**src/rtl/op_decode_seq.sv**
```systemverilog
// Registered decode stage for the accumulator ISA with load-wait sequencing, flush and retire count.
// Optional feature: define ILLEGAL_OP_TRAP_EN to trap (sticky until Reset) on opcodes >= 11.
module op_decode_seq #(
  parameter int IW      = 9,
  parameter int OPW     = 4,
  parameter int FW      = IW - OPW,
  parameter int LD_WAIT = 1,
  parameter int CNTW    = 16
) (
  input  logic            CLK,
  input  logic            Reset,
  input  logic            inst_valid,
  input  logic [IW-1:0]   inst,
  output logic            inst_ready,
  input  logic            flush,
  input  logic            out_ready,
  output logic            out_valid,
  output logic [OPW-1:0]  out_op,
  output logic [FW-1:0]   out_field,
  output logic            out_mode,
  output logic            reg_write,
  output logic            mem_read,
  output logic            mem_write,
  output logic            branch,
  output logic            acc_write,
  output logic            imm_sel,
  output logic            trap,
  output logic [CNTW-1:0] retired
);

  localparam logic [OPW-1:0] OP_ADD = OPW'(0);
  localparam logic [OPW-1:0] OP_LDS = OPW'(1);
  localparam logic [OPW-1:0] OP_XOR = OPW'(2);
  localparam logic [OPW-1:0] OP_BRC = OPW'(3);
  localparam logic [OPW-1:0] OP_GST = OPW'(4);
  localparam logic [OPW-1:0] OP_LSB = OPW'(5);
  localparam logic [OPW-1:0] OP_MSB = OPW'(6);
  localparam logic [OPW-1:0] OP_LRS = OPW'(7);
  localparam logic [OPW-1:0] OP_ACC = OPW'(8);
  localparam logic [OPW-1:0] OP_ENQ = OPW'(9);
  localparam logic [OPW-1:0] OP_EQI = OPW'(10);
  localparam logic [1:0]     WAIT_LOAD = 2'(LD_WAIT);

`ifdef ILLEGAL_OP_TRAP_EN
  typedef enum logic [1:0] {EMPTY, WAIT, FULL, TRAP} stateT;
`else
  typedef enum logic [1:0] {EMPTY, WAIT, FULL} stateT;
`endif

  stateT       state;
  logic [1:0]  waitCnt;
  logic [OPW-1:0] opc;
  logic        modeBit;
  logic        isLoad;
  logic        accept;
  logic        flushEff;
  logic        dRegWrite, dMemRead, dMemWrite, dBranch, dAccWrite, dImmSel;

  assign opc     = inst[IW-1 -: OPW];
  assign modeBit = inst[FW-1];
  assign isLoad  = (opc == OP_LDS) && !modeBit;

  assign inst_ready = !Reset && !flush &&
                      ((state == EMPTY) || ((state == FULL) && out_ready));
  assign accept     = inst_valid && inst_ready;

`ifdef ILLEGAL_OP_TRAP_EN
  logic isIllegal;
  logic trapR;
  assign isIllegal = (opc > OP_EQI);
  assign flushEff  = flush && (state != TRAP);
  assign trap      = trapR;
`else
  assign flushEff  = flush;
  assign trap      = 1'b0;
`endif

  always_comb begin
    dRegWrite = 1'b0;
    dMemRead  = 1'b0;
    dMemWrite = 1'b0;
    dBranch   = 1'b0;
    dAccWrite = 1'b0;
    dImmSel   = 1'b0;
    case (opc)
      OP_ADD, OP_XOR, OP_LSB, OP_MSB, OP_LRS, OP_ENQ: dRegWrite = 1'b1;
      OP_EQI: begin
        dRegWrite = 1'b1;
        dImmSel   = 1'b1;
      end
      OP_LDS: begin
        dRegWrite = !modeBit;
        dMemRead  = !modeBit;
        dMemWrite = modeBit;
      end
      OP_BRC: dBranch = 1'b1;
      OP_GST: begin
        dRegWrite = !modeBit;
        dAccWrite = modeBit;
      end
      OP_ACC: begin
        dAccWrite = 1'b1;
        dImmSel   = 1'b1;
      end
      default: ;
    endcase
  end

  // Retire counting is independent of flush: a word taken downstream in a flush cycle still counts.
  always_ff @(posedge CLK) begin
    if (Reset) begin
      state     <= EMPTY;
      waitCnt   <= '0;
      out_valid <= 1'b0;
      out_op    <= '0;
      out_field <= '0;
      out_mode  <= 1'b0;
      reg_write <= 1'b0;
      mem_read  <= 1'b0;
      mem_write <= 1'b0;
      branch    <= 1'b0;
      acc_write <= 1'b0;
      imm_sel   <= 1'b0;
      retired   <= '0;
`ifdef ILLEGAL_OP_TRAP_EN
      trapR     <= 1'b0;
`endif
    end else begin
      if (out_valid && out_ready)
        retired <= retired + CNTW'(1);

      if (flushEff) begin
        state     <= EMPTY;
        out_valid <= 1'b0;
        waitCnt   <= '0;
      end else if (accept) begin
`ifdef ILLEGAL_OP_TRAP_EN
        if (isIllegal) begin
          state     <= TRAP;
          out_valid <= 1'b0;
          trapR     <= 1'b1;
        end else begin
`else
        begin
`endif
          out_op    <= opc;
          out_field <= inst[FW-1:0];
          out_mode  <= modeBit;
          reg_write <= dRegWrite;
          mem_read  <= dMemRead;
          mem_write <= dMemWrite;
          branch    <= dBranch;
          acc_write <= dAccWrite;
          imm_sel   <= dImmSel;
          if (isLoad && (LD_WAIT > 0)) begin
            state     <= WAIT;
            out_valid <= 1'b0;
            waitCnt   <= WAIT_LOAD;
          end else begin
            state     <= FULL;
            out_valid <= 1'b1;
          end
        end
      end else begin
        case (state)
          WAIT: begin
            waitCnt <= waitCnt - 2'd1;
            if (waitCnt <= 2'd1) begin
              state     <= FULL;
              out_valid <= 1'b1;
            end
          end
          FULL: begin
            if (out_ready) begin
              state     <= EMPTY;
              out_valid <= 1'b0;
            end
          end
          default: ;
        endcase
      end
    end
  end

endmodule

```
**config.mk**
```make
export PLATFORM = sky130hd
export DESIGN_NAME = op_decode_seq
export DESIGN_NICKNAME = d
export VERILOG_FILES = /design/src/rtl/op_decode_seq.sv
export SDC_FILE = /design/constraint.sdc
export NUM_CORES = 1
export LEC_CHECK = 0
export CORE_MARGIN = 2
export CORE_UTILIZATION = 43
export CTS_BUF_LIST = sky130_fd_sc_hd__clkbuf_8
export DETAILED_ROUTE_END_ITERATION = 6
export HOLD_SLACK_MARGIN = 0.03
export PLACE_DENSITY_LB_ADDON = 0.1
export RECOVER_POWER = 100
export REMOVE_ABC_BUFFERS = 1
export SYNTH_ARGS = -nofsm -noshare
export SYNTH_HDL_FRONTEND = slang
export SYNTH_SLANG_ARGS = --single-unit
```
**constraint.sdc**
```tcl
create_clock -name CLK -period 1.9 [get_ports CLK]
set_input_delay 0.285 -clock CLK [delete_from_list [all_inputs] [get_ports CLK]]
set_output_delay 0.285 -clock CLK [all_outputs]
set_load 0.01 [all_outputs]
```
==> impl_metrics.toml <==
[clocking]
post_cts_buffers = 0
ctsHoldBuffers = 0
clock-root-buffer = "clkbuf_8"
cts_tree = "yes"
h-tree-depth = 2
cts-root-to-sink-buffers = 2
cts_num_sinks = 35
path_clk_slew_ns = 0.07
tritoncts.num_buffers = 5
insertion_delay_ns = 0.29

[detailed_routing]
drc_errors = 0
routed_wire_length_per_instance_um = 12.9
firstDrtPassIters = 4
wl_um = 3790
route.antenna.remaining_nets = 0
avgViaCountPerCell = 5.16
drt_first_iter_violations = 96
dr_total_vias = 1517

[floorplan]
num_io_pins = 49
fp.dieH_um = 64.4
row_count = 21
core_area_mm2 = 0.00342
die_width_um = 64.4
initial_standard_cell_utilization_of_the_core_pct = 46.0
dieArea_mm2 = 0.00415

[placed_design]
gp_congestion = 0.854
place.port_buffers = 47
placed_cell_area_mm2 = 0.00214
placedCellCount = 286
pre_cts_slack_ns = -0.344
hpwl_um = 2740

[grt]
grt_max_degree = 37
antenna_found_initial = 0
first_global_vias = 1504
grt_util_all_layers_pct = 20.4
gr-total-overflow = 0
first_pass_grt_wire_length_um = 6580

[critical_path]
critPathMaxFanout = 4
endpoint_arrival_time_on_the_critical_path_ns = 2.12
worst_ep_required_time_ns = 2.12
critPathKind = "input port to register"
critical_path_endpoint_category = "register"
critical_path.startpoint_type = "input port"

[finish]
most_frequent_cells_in_the_layout = "35 x dfxtp_1, 34 x dlygate4sd3_1, 32 x nand2_1"
layout.filler_cells = 299
finalInstanceArea_mm2 = 0.00224
layout_cells_sized_above_1_pct = 10.9
area.growth.synth_to_final_pct = 42.5
layout.cells.non_filler = 294
mostFrequentLayoutCell = "dfxtp_1"
final_nets = 263
antennaDiodeCount = 0

[power]
total_power_divided_by_cell_area_mw_per_mm2 = 698
leakage_nw = 0.902
ir_worst_vdd_mv = 0.481
post_layout_power_mw = 1.56

[timing]
achievable-frequency_mhz = 528
min_period_over_period_pct = 99.7
setup_violation_total_in_the_final_timing_report = 0
setup-tns-final_ns = 0
hold_viol = 0
finalCriticalPeriod_ns = 1.89
worst_slack_ns = 0.00574
clock_skew_ns = 0.00484
drv_slew = 0
setup_repair_after_global_routing_missed_its_margin = "false"

[synthesis]
post_synth_inst_count = 190
synth-warning-count = 0
synthesis.area_per_instance_um2 = 8.26
mapped_area_mm2 = 0.00157
ys_ff_latch = 35
synth_seq_area_share_pct = 44.6
netlist-cell-type-count = 35

[job]
max_cap_violations = 0

[min_path]
worst_hold_path_type = "register to register"

[status]
run_status = "finished clean"
synth_stat cells:
| cell | number | share of area, % |
|---|---|---|
| a211o_1 | 1 | 0.56 |
| a211oi_1 | 2 | 0.96 |
| a21oi_1 | 21 | 6.7 |
| a31o_2 | 1 | 0.56 |
| and3_1 | 2 | 0.80 |
| and4_1 | 1 | 0.56 |
| buf_2 | 1 | 0.32 |
| buf_4 | 2 | 0.96 |
| buf_6 | 3 | 2.2 |
| clkbuf_1 | 5 | 1.2 |
| conb_1 | 1 | 0.24 |
| dfxtp_1 | 35 | 45 |
| ha_1 | 2 | 1.6 |
| inv_1 | 3 | 0.72 |
| mux2_2 | 4 | 2.9 |
| mux2i_1 | 1 | 0.64 |
| nand2_1 | 32 | 7.6 |
| nand2b_1 | 2 | 0.80 |
| nand3_1 | 8 | 2.5 |
| nand4_1 | 4 | 1.6 |
| nand4b_1 | 1 | 0.56 |
| nor2_1 | 22 | 5.3 |
| nor2b_1 | 8 | 3.2 |
| nor3_1 | 6 | 1.9 |
| nor4_1 | 2 | 0.80 |
| nor4b_1 | 1 | 0.56 |
| o21ai_0 | 3 | 0.96 |
| o22a_1 | 1 | 0.56 |
| or2_1 | 1 | 0.40 |
| or3_1 | 2 | 0.80 |
| or4_1 | 1 | 0.48 |
| or4b_1 | 1 | 0.64 |
| or4b_4 | 1 | 0.88 |
| xnor2_1 | 7 | 3.9 |
| xor2_1 | 2 | 1.1 |
where the power goes:
part / switching, mW / internal, mW
sequential: 0.00422 / 0.742
combinational: 0.0590 / 0.0583
clock: 0.275 / 0.425
state kept, by name (all words and copies together), names as in the netlist, 2 cells and up:
| name | flops |
|---|---|
| out_field | 5 |
| retired | 16 |
| out_op | 4 |
| waitCnt | 2 |
final cells by class:
| type | count | area [um^2] | share of cell area (%) |
|---|---|---|---|
| clock inverters | 2 | 35.0 | 1.57 |
| well taps | 46 | 57.6 | 2.57 |
| clock buffers | 6 | 82.6 | 3.69 |
| multi-input cells | 141 | 792 | 35.4 |
| inverters | 3 | 11.3 | 0.503 |
| flip-flops and latches | 35 | 701 | 31.3 |
| repair buffers | 61 | 558 | 24.9 |
cells by family after synthesis:
family	synth area share [%]
DFF	44.6
adders and majority gates	1.59
AOI/OAI and AO/OA	10.3
muxes	3.51
buffers and inverters	5.34
and+or+nand+nor	29.4
xor gates and xnor gates	5.02
other	0.239
metrics by stage:
stage               utilization, %  hold WS [ns]
floorplan                        -         0.354
global placement              62.6         0.442
detailed placement            62.6         0.449
CTS                           65.9         0.458
global route                  65.5         0.476
finish                        65.5         0.453
critical path, stage by stage:
cell and delay, ns:
clkdlybuf4s50_1 0.41, or2_1 0.26, or4b_4 0.51, or4b_1 0.51, a21oi_1 0.14
repair_timing:
action | 4_1_cts | 5_1_grt
pin swaps | 0 | 0
setup endpoints to repair | 3 | 1
resized for setup | 2 | 2
hold endpoints to repair | 0 | 0
per-layer routing:
| layer | up-vias | part of all wire [%] | GRT usage [%] | wire, um |
|---|---|---|---|---|
| li1 | 755 | - | - | - |
| met1 | 708 | 45 | 23.5 | 1690 |
| met2 | 47 | 47 | 33.9 | 1800 |
| met3 | 7 | 6.2 | 7.81 | 234 |
| met4 | 0 | 1.9 | 8.24 | 72 |
| met5 | - | 0 | 0 | 0 |
final timing paths:
| check | start | end | slack [ns] | cells past startpoint |
|---|---|---|---|---|
| setup / recovery | flush | imm_sel | 0.006 | 5 |
| hold / removal | out_op[1] | out_op[1] | 0.45 | 2 |
| hold reg to reg | out_op[1] | out_op[1] | 0.45 | 2 |
| setup reg to reg | out_valid | imm_sel | 0.18 | 4 |
(Power assumes the default switching activity.)
